## src/rtl/sub_bytes_engine_pkg.sv

```systemverilog
// Shared AES definitions (AESDefinitions): byte/state types and the forward/inverse S-box tables.
// Also carries the sub_bytes_engine lane default and FSM encoding.
package AESDefinitions;

  localparam int AES_STATE_SIZE = 16;
  localparam int SUB_BYTES_LANES_DEFAULT = 4;

  typedef logic [7:0] byte_t;
  typedef byte_t [AES_STATE_SIZE-1:0] state_t;

  typedef enum logic [1:0] {
    SBE_IDLE = 2'd0,
    SBE_RUN  = 2'd1,
    SBE_DONE = 2'd2
  } sbe_state_e;

  // Indexed as {row, col} = {byte[7:4], byte[3:0]}.
  localparam byte_t sbox [0:255] = '{
    8'h63, 8'h7c, 8'h77, 8'h7b, 8'hf2, 8'h6b, 8'h6f, 8'hc5, 8'h30, 8'h01, 8'h67, 8'h2b, 8'hfe, 8'hd7, 8'hab, 8'h76,
    8'hca, 8'h82, 8'hc9, 8'h7d, 8'hfa, 8'h59, 8'h47, 8'hf0, 8'had, 8'hd4, 8'ha2, 8'haf, 8'h9c, 8'ha4, 8'h72, 8'hc0,
    8'hb7, 8'hfd, 8'h93, 8'h26, 8'h36, 8'h3f, 8'hf7, 8'hcc, 8'h34, 8'ha5, 8'he5, 8'hf1, 8'h71, 8'hd8, 8'h31, 8'h15,
    8'h04, 8'hc7, 8'h23, 8'hc3, 8'h18, 8'h96, 8'h05, 8'h9a, 8'h07, 8'h12, 8'h80, 8'he2, 8'heb, 8'h27, 8'hb2, 8'h75,
    8'h09, 8'h83, 8'h2c, 8'h1a, 8'h1b, 8'h6e, 8'h5a, 8'ha0, 8'h52, 8'h3b, 8'hd6, 8'hb3, 8'h29, 8'he3, 8'h2f, 8'h84,
    8'h53, 8'hd1, 8'h00, 8'hed, 8'h20, 8'hfc, 8'hb1, 8'h5b, 8'h6a, 8'hcb, 8'hbe, 8'h39, 8'h4a, 8'h4c, 8'h58, 8'hcf,
    8'hd0, 8'hef, 8'haa, 8'hfb, 8'h43, 8'h4d, 8'h33, 8'h85, 8'h45, 8'hf9, 8'h02, 8'h7f, 8'h50, 8'h3c, 8'h9f, 8'ha8,
    8'h51, 8'ha3, 8'h40, 8'h8f, 8'h92, 8'h9d, 8'h38, 8'hf5, 8'hbc, 8'hb6, 8'hda, 8'h21, 8'h10, 8'hff, 8'hf3, 8'hd2,
    8'hcd, 8'h0c, 8'h13, 8'hec, 8'h5f, 8'h97, 8'h44, 8'h17, 8'hc4, 8'ha7, 8'h7e, 8'h3d, 8'h64, 8'h5d, 8'h19, 8'h73,
    8'h60, 8'h81, 8'h4f, 8'hdc, 8'h22, 8'h2a, 8'h90, 8'h88, 8'h46, 8'hee, 8'hb8, 8'h14, 8'hde, 8'h5e, 8'h0b, 8'hdb,
    8'he0, 8'h32, 8'h3a, 8'h0a, 8'h49, 8'h06, 8'h24, 8'h5c, 8'hc2, 8'hd3, 8'hac, 8'h62, 8'h91, 8'h95, 8'he4, 8'h79,
    8'he7, 8'hc8, 8'h37, 8'h6d, 8'h8d, 8'hd5, 8'h4e, 8'ha9, 8'h6c, 8'h56, 8'hf4, 8'hea, 8'h65, 8'h7a, 8'hae, 8'h08,
    8'hba, 8'h78, 8'h25, 8'h2e, 8'h1c, 8'ha6, 8'hb4, 8'hc6, 8'he8, 8'hdd, 8'h74, 8'h1f, 8'h4b, 8'hbd, 8'h8b, 8'h8a,
    8'h70, 8'h3e, 8'hb5, 8'h66, 8'h48, 8'h03, 8'hf6, 8'h0e, 8'h61, 8'h35, 8'h57, 8'hb9, 8'h86, 8'hc1, 8'h1d, 8'h9e,
    8'he1, 8'hf8, 8'h98, 8'h11, 8'h69, 8'hd9, 8'h8e, 8'h94, 8'h9b, 8'h1e, 8'h87, 8'he9, 8'hce, 8'h55, 8'h28, 8'hdf,
    8'h8c, 8'ha1, 8'h89, 8'h0d, 8'hbf, 8'he6, 8'h42, 8'h68, 8'h41, 8'h99, 8'h2d, 8'h0f, 8'hb0, 8'h54, 8'hbb, 8'h16
  };

  localparam byte_t invSbox [0:255] = '{
    8'h52, 8'h09, 8'h6a, 8'hd5, 8'h30, 8'h36, 8'ha5, 8'h38, 8'hbf, 8'h40, 8'ha3, 8'h9e, 8'h81, 8'hf3, 8'hd7, 8'hfb,
    8'h7c, 8'he3, 8'h39, 8'h82, 8'h9b, 8'h2f, 8'hff, 8'h87, 8'h34, 8'h8e, 8'h43, 8'h44, 8'hc4, 8'hde, 8'he9, 8'hcb,
    8'h54, 8'h7b, 8'h94, 8'h32, 8'ha6, 8'hc2, 8'h23, 8'h3d, 8'hee, 8'h4c, 8'h95, 8'h0b, 8'h42, 8'hfa, 8'hc3, 8'h4e,
    8'h08, 8'h2e, 8'ha1, 8'h66, 8'h28, 8'hd9, 8'h24, 8'hb2, 8'h76, 8'h5b, 8'ha2, 8'h49, 8'h6d, 8'h8b, 8'hd1, 8'h25,
    8'h72, 8'hf8, 8'hf6, 8'h64, 8'h86, 8'h68, 8'h98, 8'h16, 8'hd4, 8'ha4, 8'h5c, 8'hcc, 8'h5d, 8'h65, 8'hb6, 8'h92,
    8'h6c, 8'h70, 8'h48, 8'h50, 8'hfd, 8'hed, 8'hb9, 8'hda, 8'h5e, 8'h15, 8'h46, 8'h57, 8'ha7, 8'h8d, 8'h9d, 8'h84,
    8'h90, 8'hd8, 8'hab, 8'h00, 8'h8c, 8'hbc, 8'hd3, 8'h0a, 8'hf7, 8'he4, 8'h58, 8'h05, 8'hb8, 8'hb3, 8'h45, 8'h06,
    8'hd0, 8'h2c, 8'h1e, 8'h8f, 8'hca, 8'h3f, 8'h0f, 8'h02, 8'hc1, 8'haf, 8'hbd, 8'h03, 8'h01, 8'h13, 8'h8a, 8'h6b,
    8'h3a, 8'h91, 8'h11, 8'h41, 8'h4f, 8'h67, 8'hdc, 8'hea, 8'h97, 8'hf2, 8'hcf, 8'hce, 8'hf0, 8'hb4, 8'he6, 8'h73,
    8'h96, 8'hac, 8'h74, 8'h22, 8'he7, 8'had, 8'h35, 8'h85, 8'he2, 8'hf9, 8'h37, 8'he8, 8'h1c, 8'h75, 8'hdf, 8'h6e,
    8'h47, 8'hf1, 8'h1a, 8'h71, 8'h1d, 8'h29, 8'hc5, 8'h89, 8'h6f, 8'hb7, 8'h62, 8'h0e, 8'haa, 8'h18, 8'hbe, 8'h1b,
    8'hfc, 8'h56, 8'h3e, 8'h4b, 8'hc6, 8'hd2, 8'h79, 8'h20, 8'h9a, 8'hdb, 8'hc0, 8'hfe, 8'h78, 8'hcd, 8'h5a, 8'hf4,
    8'h1f, 8'hdd, 8'ha8, 8'h33, 8'h88, 8'h07, 8'hc7, 8'h31, 8'hb1, 8'h12, 8'h10, 8'h59, 8'h27, 8'h80, 8'hec, 8'h5f,
    8'h60, 8'h51, 8'h7f, 8'ha9, 8'h19, 8'hb5, 8'h4a, 8'h0d, 8'h2d, 8'he5, 8'h7a, 8'h9f, 8'h93, 8'hc9, 8'h9c, 8'hef,
    8'ha0, 8'he0, 8'h3b, 8'h4d, 8'hae, 8'h2a, 8'hf5, 8'hb0, 8'hc8, 8'heb, 8'hbb, 8'h3c, 8'h83, 8'h53, 8'h99, 8'h61,
    8'h17, 8'h2b, 8'h04, 8'h7e, 8'hba, 8'h77, 8'hd6, 8'h26, 8'he1, 8'h69, 8'h14, 8'h63, 8'h55, 8'h21, 8'h0c, 8'h7d
  };

endpackage

```

## src/rtl/sub_bytes_engine_sbox_lane.sv

```systemverilog
// sbox_lane: one combinational byte substitution (forward, or inverse when INV_SBOX_EN is defined).
// Without INV_SBOX_EN the mode input is ignored and no inverse table is referenced.
module sbox_lane
  import AESDefinitions::*;
(
  input  byte_t in_byte,
  input  logic  inverse,
  output byte_t out_byte
);

  logic [3:0] row;
  logic [3:0] col;
  byte_t      fwd;

  assign row = in_byte[7:4];
  assign col = in_byte[3:0];
  assign fwd = sbox[{row, col}];

`ifdef INV_SBOX_EN
  assign out_byte = inverse ? invSbox[{row, col}] : fwd;
`else
  logic unused_inverse;
  assign unused_inverse = inverse;
  assign out_byte       = fwd;
`endif

endmodule

```

## src/rtl/sub_bytes_engine.sv

```systemverilog
// sub_bytes_engine: AES (Inv)SubBytes over a 16-byte state, LANES bytes per clock, valid/ready on both sides.
// Optional macro INV_SBOX_EN adds the inverse S-box and the in_inverse path.
module sub_bytes_engine
  import AESDefinitions::*;
#(
  parameter int LANES = SUB_BYTES_LANES_DEFAULT
) (
  input  logic   clock,
  input  logic   reset_n,
  input  logic   in_valid,
  output logic   in_ready,
  input  state_t in_state,
  input  logic   in_inverse,
  output logic   out_valid,
  input  logic   out_ready,
  output state_t out_state,
  output logic   out_inverse,
  output logic   busy
);

  localparam int N     = AES_STATE_SIZE / LANES;
  localparam int CNT_W = (N > 1) ? $clog2(N) : 1;

  if (!(LANES == 1 || LANES == 2 || LANES == 4 || LANES == 8 || LANES == 16)) begin : g_bad_lanes
    $error("sub_bytes_engine: illegal LANES=%0d (allowed 1,2,4,8,16)", LANES);
  end

  sbe_state_e        state_q, state_d;
  logic [CNT_W-1:0]  cnt_q, cnt_d;
  state_t            work_q, work_d;
  logic              mode;
  logic              accept;

  byte_t      [LANES-1:0] lane_in;
  byte_t      [LANES-1:0] lane_out;
  logic [LANES-1:0] [3:0] lane_idx;

`ifdef INV_SBOX_EN
  logic inv_q, inv_d;
  assign mode        = inv_q;
  assign out_inverse = inv_q;
`else
  logic unused_in_inverse;
  assign unused_in_inverse = in_inverse;
  assign mode              = 1'b0;
  assign out_inverse       = 1'b0;
`endif

  // Lane i works on byte cnt*LANES + i of the working state this cycle.
  for (genvar i = 0; i < LANES; i++) begin : g_lane
    assign lane_idx[i] = 4'(int'(cnt_q) * LANES + i);
    assign lane_in[i]  = work_q[lane_idx[i]];
    sbox_lane u_lane (
      .in_byte  (lane_in[i]),
      .inverse  (mode),
      .out_byte (lane_out[i])
    );
  end

  assign in_ready  = (state_q == SBE_IDLE) || ((state_q == SBE_DONE) && out_ready);
  assign accept    = in_valid && in_ready;
  assign out_valid = (state_q == SBE_DONE);
  assign busy      = (state_q == SBE_RUN);
  assign out_state = work_q;

  always_comb begin
    state_d = state_q;
    cnt_d   = cnt_q;
    work_d  = work_q;
`ifdef INV_SBOX_EN
    inv_d   = inv_q;
`endif
    if (accept) begin
      state_d = SBE_RUN;
      cnt_d   = '0;
      work_d  = in_state;
`ifdef INV_SBOX_EN
      inv_d   = in_inverse;
`endif
    end else begin
      case (state_q)
        SBE_RUN: begin
          for (int i = 0; i < LANES; i++) work_d[lane_idx[i]] = lane_out[i];
          if (cnt_q == CNT_W'(N - 1)) begin
            cnt_d   = '0;
            state_d = SBE_DONE;
          end else begin
            cnt_d = cnt_q + CNT_W'(1);
          end
        end
        // Consumed with nothing new waiting: go idle; a waiting state is caught by accept.
        SBE_DONE: if (out_ready) state_d = SBE_IDLE;
        default:  state_d = state_q;
      endcase
    end
  end

  always_ff @(posedge clock or negedge reset_n) begin
    if (!reset_n) begin
      state_q <= SBE_IDLE;
      cnt_q   <= '0;
      work_q  <= '0;
`ifdef INV_SBOX_EN
      inv_q   <= 1'b0;
`endif
    end else begin
      state_q <= state_d;
      cnt_q   <= cnt_d;
      work_q  <= work_d;
`ifdef INV_SBOX_EN
      inv_q   <= inv_d;
`endif
    end
  end

endmodule

```

## config.mk

```make
export PLATFORM = sky130hd
export DESIGN_NAME = sub_bytes_engine
export DESIGN_NICKNAME = d
export VERILOG_FILES = /design/src/rtl/sub_bytes_engine_pkg.sv /design/src/rtl/sub_bytes_engine_sbox_lane.sv /design/src/rtl/sub_bytes_engine.sv
export SDC_FILE = /design/constraint.sdc
export NUM_CORES = 1
export LEC_CHECK = 0
export ABC_AREA = 1
export CAP_MARGIN = 20
export CELL_PAD_IN_SITES_DETAIL_PLACEMENT = 1
export CELL_PAD_IN_SITES_GLOBAL_PLACEMENT = 2
export CORE_ASPECT_RATIO = 0.7
export CORE_MARGIN = 4
export CORE_UTILIZATION = 26
export CTS_BUF_LIST = sky130_fd_sc_hd__clkbuf_8
export DETAILED_ROUTE_END_ITERATION = 6
export GPL_TIMING_DRIVEN = 0
export PLACE_DENSITY_LB_ADDON = 0.1
export SYNTH_ARGS = -nofsm -noshare
export SYNTH_HDL_FRONTEND = slang
export SYNTH_HIERARCHICAL = 1
export SYNTH_SLANG_ARGS = --single-unit
```

## constraint.sdc

```tcl
create_clock -name clock -period 3.3 [get_ports clock]
set_clock_uncertainty 0.05 [all_clocks]
set_input_delay 0.66 -clock clock [delete_from_list [all_inputs] [get_ports clock]]
set_output_delay 0.66 -clock clock [all_outputs]
set_load 0.03 [all_outputs]
```

==> results.sh, run 1 <==
export IMPL_crit_slowest_cell="dfrtp_1"
export IMPL_timing_fmax_mhz=275.0
export IMPL_insertion_delay_ns=0.49
export IMPL_setup_slack_ns=-0.3363
export IMPL_r2r_end="out_state[79]"
export IMPL_portBuffers=261
export IMPL_cpLargestDelayFamily="buffers and inverters"
export IMPL_startpoint_type="flop"
export IMPL_period_share=1.102
export IMPL_end_kind="flop"
export IMPL_synthToLayoutAreaGrowth_pct=43.81
export IMPL_arrival_ns=3.97
export IMPL_drtIter0Drc=4575
export IMPL_top_usage_layer="met1"
export IMPL_layout_common_cells="nand2_1 (1079), nand3_1 (893), nor2_1 (350)"
export IMPL_finalSetupViolCount=123
export IMPL_syn_avg_cell_area_um2=5.278
export IMPL_chipHeight_um=237.7
export IMPL_routabilityCongestion=1.086
export IMPL_yosysWarningCount=6
export IMPL_grt_overflow_total=0
export IMPL_global_route_usage_met1=0.5897
export IMPL_ys_ff_latch=132
export IMPL_yosysSeqAreaShare=0.1686
export IMPL_rsz0062_at_grt="true"
export IMPL_remaining_drc_errors=24
export IMPL_ant_nets=0
export IMPL_start_util=0.2647
export IMPL_htree_levels=4
export IMPL_ff2ff_path_depth=23
export IMPL_fin_nets=4302
export IMPL_die_area_um2=79900
export IMPL_min_period_ns=3.636
export IMPL_syn_inst=3713
export IMPL_wire_per_inst_um=32.82
export IMPL_worstPathCellList="buf_6 > inv_6 > buf_12 > buf_12 > o21ai_4 > o22ai_4 > clkinvlp_4 > buf_6 > ha_4 > inv_8 > nand2_4 > nand3_1 > nand2_1 > nand2_2 > nand2_1 > nand3_1 > nand3_1 > nand2_2 > buf_4 > nand2_1 > nand2_1 > nor2_1 > nor2_1"
export IMPL_drtPass1Iterations=7
export IMPL_cts_buffers=17
export IMPL_cts_hold_buf=0
export IMPL_cts_root_buf="clkbuf_8"
export IMPL_dpl_hpwl_um=127700
export IMPL_synth_distinct_cells=33
export IMPL_hold_viol=0
export IMPL_vias_per_cell=6.186
export IMPL_slew_violations=0
export IMPL_run_status="complete, but fails checks"
export IMPL_grt_max_degree=71
export IMPL_cp_num_buf_inv=8
export IMPL_drt_wl_total_um=167300
export IMPL_synth_fp_nets=3910
export IMPL_met2_usage=0.5059
export IMPL_grt_first_pass_wirelength_um=230500
export IMPL_grt_util_met3=0.1624
export IMPL_hp_class="input port to asynchronous set/reset pin"
export IMPL_die_w_um=336.1
export IMPL_clk_pin_slew_ns=0.09
export IMPL_required_ns=3.63
export IMPL_critical_path_class="flop to flop"
export IMPL_reg2reg_from="cnt_q[0]"
export IMPL_cts_buffer_depth=2
export IMPL_fill_cells=9821
export IMPL_mostFrequentLayoutCell="nand2_1"
export IMPL_syn_area_um2=19600
export IMPL_cp_common_cell="nand2_1"
export IMPL_violations="DRC, setup timing"
export IMPL_grt_util_all_layers=0.3996
export IMPL_pin_count=265
export IMPL_worstMarginPinSlew_ns=0.9559
export IMPL_core_area_um2=74040
export IMPL_fp_row_count=83
export IMPL_numClockSinks=132
export IMPL_antenna_found_initial=3
export IMPL_slew_headroom=0.3628
export IMPL_vias=31530
export IMPL_drv_cap=0
export IMPL_cts_tree="built"
export IMPL_max_stage_delay_ns=0.42
export IMPL_drive_gt1_frac=0.2198
export IMPL_dp_slack_ns=-2.238
export IMPL_r2r_slack_ns=-0.34
export IMPL_grt_pass1_vias=29730
export IMPL_crit_fanout=7
-- flip-flops by register name, summed over array words and instances, names as in the netlist --
name and flops:
out_state 128, cnt_q 2, state_q 2
-- synthesized netlist by cell type --
| library cell | instances | area share |
|---|---|---|
| ha_1 | 64 | 0.041 |
| buf_1 | 34 | 0.0065 |
| buf_6 | 10 | 0.0057 |
| buf_2 | 145 | 0.037 |
| a31oi_1 | 1 | 0.00032 |
| xnor2_1 | 1 | 0.00045 |
| inv_2 | 16 | 0.0031 |
| nor3b_1 | 1 | 0.00038 |
| o22ai_1 | 33 | 0.011 |
| nand2_2 | 14 | 0.0045 |
| inv_4 | 1 | 0.00032 |
| or2_2 | 2 | 0.00064 |
| nand2_4 | 2 | 0.0011 |
| clkinv_1 | 4 | 0.00077 |
| nand3_1 | 1019 | 0.26 |
| o21ai_1 | 5 | 0.0013 |
| dfrtp_1 | 132 | 0.17 |
| a21o_1 | 1 | 0.00038 |
| nand3b_1 | 4 | 0.0015 |
| nand2_1 | 1255 | 0.24 |
| a21oi_2 | 1 | 0.00045 |
| o21ai_0 | 160 | 0.041 |
| nor2_2 | 8 | 0.0026 |
| buf_4 | 26 | 0.010 |
| clkbuf_1 | 67 | 0.013 |
| nor2_1 | 405 | 0.078 |
| conb_1 | 1 | 0.00019 |
| nor3_1 | 4 | 0.0010 |
| inv_1 | 159 | 0.030 |
| a21oi_1 | 95 | 0.024 |
| nand4_1 | 20 | 0.0064 |
| o31ai_1 | 3 | 0.0011 |
| o211ai_1 | 20 | 0.0077 |
-- worst max-delay path by stage --
stage | startpoint | endpoint | slack [ns] | cells past startpoint
detailed placement | cnt_q[1] | out_state[29] | -2.24 | 21
global route | cnt_q[0] | out_state[104] | -0.41 | 24
finish | cnt_q[0] | out_state[79] | -0.34 | 23
global placement | reset_n | state_q[0] | -4.62 | 1
CTS | cnt_q[0] | out_state[107] | -0.29 | 24
floorplan | cnt_q[0] | out_state[119] | 0.004 | 25
-- metal layers --
layer  routed length [µm]  share of wire
met3                25790           0.15
met1                73640           0.44
met2                59610           0.36
met5                  106        0.00063
met4                 8124          0.049
-- cells by family (layout without fill, tap and decap cells) --
kind of cell,count (synthesis),count (layout),synth area share
other,1,3,0.0001914
and+or+nand+nor,2734,2734,0.5963
xor gates and xnor gates,1,1,0.0004470
DFF,132,132,0.1686
adders and majority gates,64,64,0.04086
buffers and inverters,462,867,0.1067
AOI/OAI and AO/OA,319,319,0.08690
-- layout make-up --
| type | count | area (µm²) | area share |
|---|---|---|---|
| diodes | 2 | 5.005 | 0.0001776 |
| plain buffers | 280 | 1844 | 0.06544 |
| clock buffers | 20 | 275.3 | 0.009768 |
| clock inverters | 12 | 160.2 | 0.005683 |
| inverters | 180 | 783.3 | 0.02779 |
| multi-input cells | 3119 | 16760 | 0.5949 |
| flip-flops and latches | 132 | 3304 | 0.1173 |
| well taps | 977 | 1222 | 0.04338 |
| repair buffers | 375 | 3822 | 0.1356 |
-- timing repair --
| action | CTS | global route |
|---|---|---|
| buffers inserted | 65 | 40 |
| gates cloned | 3 | 4 |
| gates resized for setup | 533 | 411 |
| setup endpoints to repair | 129 | 129 |
| hold endpoints to repair | 0 | 0 |
| pin swaps | 44 | 154 |
-- per-stage QoR --
step	area, µm²	hold slack (ns)	cells	TNS (ns)	util
after CTS	26270	0.1376	5053	-16.31	0.3547
after floorplan	19670	0.3144	3713	0	-
after global placement	23510	0.4705	4951	-846.99	0.3174
after detailed placement	23540	0.4786	4953	-229.76	0.3179
after global routing	28180	0.1634	5095	-36.03	0.3805
final	28180	0.1298	5097	-26.20	0.3806
-- worst reg2reg max path: cells and delay by family, from the launching register on --
family / cells / cell delay (ns)
simple gates: 12 / 1.12
fa+ha+maj: 1 / 0.42
flops: 1 / 0.42
buf+inv: 8 / 1.15
compound gates: 2 / 0.36
Power of run 1 is left out: the tool's default activity adds up to more than one toggle a clock period on the data nets, which glitch-free logic cannot reach.
==> inputs of run 2 (changes only) <==
--- a/config.mk
+++ b/config.mk
@@ -6,7 +6,7 @@
 export NUM_CORES = 1
 export LEC_CHECK = 0
 export ABC_AREA = 1
-export CAP_MARGIN = 20
+export CAP_MARGIN = 40
 export CELL_PAD_IN_SITES_DETAIL_PLACEMENT = 1
 export CELL_PAD_IN_SITES_GLOBAL_PLACEMENT = 2
 export CORE_ASPECT_RATIO = 0.7
==> run 2 against run 1 <==
  * The flow finishes with violations (setup timing)
  * Via count up 1.3%
  * Fmax up 0.66%
  * Sequential cell count unchanged
  * Count of clock-buffer cells in the layout unchanged
  * Register-to-register slack better by 0.02 ns
  * Global-route usage up 0.67 points
  * Routed wire length up 1.5%
  * Design area up 6.8%
  * Utilization up 2.6 points
==> results.sh, run 2 (same netlist as run 1, synthesis figures left out) <==
export IMPL_slew_violations=0
export IMPL_numClockSinks=132
export IMPL_startpoint_type="flop"
export IMPL_cts_buffers=17
export IMPL_grt_overflow_total=0
export IMPL_routabilityCongestion=1.086
export IMPL_timing_fmax_mhz=276.8
export IMPL_fin_nets=4357
export IMPL_insertion_delay_ns=0.50
export IMPL_worstMarginPinSlew_ns=0.9376
export IMPL_whs_ns=0.1251
export IMPL_final_util=0.4066
export IMPL_crit_fanout=8
export IMPL_core_area_um2=74040
export IMPL_remaining_drc_errors=0
export IMPL_end_kind="flop"
export IMPL_synthToLayoutAreaGrowth_pct=53.64
export IMPL_mostFrequentLayoutCell="nand2_1"
export IMPL_antenna_found_initial=2
export IMPL_start_util=0.2647
export IMPL_period_share=1.095
export IMPL_cts_tree="built"
export IMPL_setup_slack_ns=-0.3125
export IMPL_vias_per_cell=6.203
export IMPL_layout_common_cells="nand2_1 (1021), nand3_1 (802), nor2_1 (338)"
export IMPL_finalSetupViolCount=127
export IMPL_die_area_um2=79900
export IMPL_cts_hold_buf=0
export IMPL_largest_register_ff_count=128
export IMPL_die_w_um=336.1
export IMPL_min_period_ns=3.613
export IMPL_grt_max_degree=71
export IMPL_violations="setup timing"
export IMPL_grt_first_pass_wirelength_um=234400
export IMPL_pin_count=265
export IMPL_rsz0062_at_grt="true"
export IMPL_htree_levels=4
export IMPL_vias=31950
export IMPL_drtPass1Iterations=5
export IMPL_dpl_hpwl_um=128400
export IMPL_fill_cells=9659
export IMPL_fp_row_count=83
export IMPL_drv_cap=0
export IMPL_cts_buffer_depth=2
export IMPL_clk_pin_slew_ns=0.10
export IMPL_critical_path_class="flop to flop"
export IMPL_wire_per_inst_um=32.98
export IMPL_drive_gt1_frac=0.2825
export IMPL_drt_wl_total_um=169900
export IMPL_grt_util_all_layers=0.4063
export IMPL_slew_headroom=0.3749
export IMPL_hold_viol=0
export IMPL_required_ns=3.68
export IMPL_drtIter0Drc=4859
export IMPL_hp_class="input port to asynchronous set/reset pin"
export IMPL_cts_root_buf="clkbuf_8"
export IMPL_portBuffers=261
export IMPL_grt_pass1_vias=30530
export IMPL_ant_nets=0
export IMPL_regArea_um2=3304
export IMPL_multiInputGateArea_um2=17940
export IMPL_arrival_ns=3.99
export IMPL_chipHeight_um=237.7
export IMPL_run_status="complete, but fails checks"
-- run 2: cell types whose count changed in the layout (fill, tap and decap cells not counted), moves of 14 or more --
cell and change:
a21oi_1 -14, buf_6 +21, nand3_4 +18, o21ai_0 -17
nand2_2 +38, nand3_2 +73, nand2_1 -58, buf_2 -15
buf_4 +36, nand3_1 -91, o21ai_2 +15, nand2_4 +14
a21oi_2 +14
-- run 2: final timing paths --
kind | from | to | slack (ns) | cells past startpoint
setup / recovery | cnt_q[0] | out_state[107] | -0.31 | 25
hold / removal | reset_n | out_state[10] | 0.13 | 1
setup reg to reg | cnt_q[0] | out_state[107] | -0.31 | 25
hold reg to reg | state_q[0] | state_q[0] | 0.51 | 2
max in group asynchronous | reset_n | out_state[91] | 2.17 | 2
min in group clock | state_q[0] | state_q[0] | 0.51 | 2
-- run 2: routing by layer --
| layer | vias up | part of all wire | track usage |
|---|---|---|---|
| li1 | 13180 | - | - |
| met1 | 15540 | 0.43 | 0.5939 |
| met2 | 2702 | 0.36 | 0.5102 |
| met3 | 527 | 0.16 | 0.1674 |
| met4 | 0 | 0.054 | 0.1665 |
| met5 | - | 0 | 0 |
-- run 2: timing repair --
item                                   CTS  global route
pin swaps                              271           181
buffers inserted                       115            37
gates cloned                             9             0
gates resized for setup                952           348
endpoints found under the hold margin    0             0
setup endpoints to repair              129           128
-- run 2: through the flow --
| step | worst slack (ns) | instance area (µm²) | instances | TNS, ns |
|---|---|---|---|---|
| global placement | -4.616 | 23510 | 4951 | -846.99 |
| finish | -0.3125 | 30110 | 5151 | -21.71 |
| detailed placement | -2.263 | 23650 | 4962 | -230.27 |
| CTS | -0.1811 | 28540 | 5118 | -8.707 |
| floorplan | 0.003878 | 19670 | 3713 | 0 |
| global route | -0.3825 | 30110 | 5151 | -33.40 |
-- run 2: cell type report --
cell class                 count  area share
antenna                        1  0.00008312
buffer                       279     0.06500
clock buffer                  20    0.009143
clock inverter                12    0.005319
inverter                     180     0.02747
multi-input combinational   3120      0.5958
sequential                   132      0.1098
tap                          977     0.04060
timing repair buffer         430      0.1469
-- run 2: worst max-delay path, stage by stage, from the launching register on --
cell	delay (ns)
dfrtp_1	0.41
buf_6	0.15
inv_6	0.06
buf_12	0.15
buf_12	0.15
nor2_2	0.05
o22ai_4	0.32
clkinvlp_4	0.18
buf_6	0.16
ha_4	0.31
buf_12	0.15
nand2_8	0.12
nand3_1	0.10
nand3_1	0.09
nand2_1	0.08
nor2_2	0.16
nand2_1	0.08
nand2_2	0.11
nand2_2	0.07
nand2_4	0.14
nand2_1	0.06
inv_1	0.08
nand2_1	0.06
nand2_1	0.08
nand2_1	0.05
nand2_1	0.06
Power of run 2 is left out for the same reason.
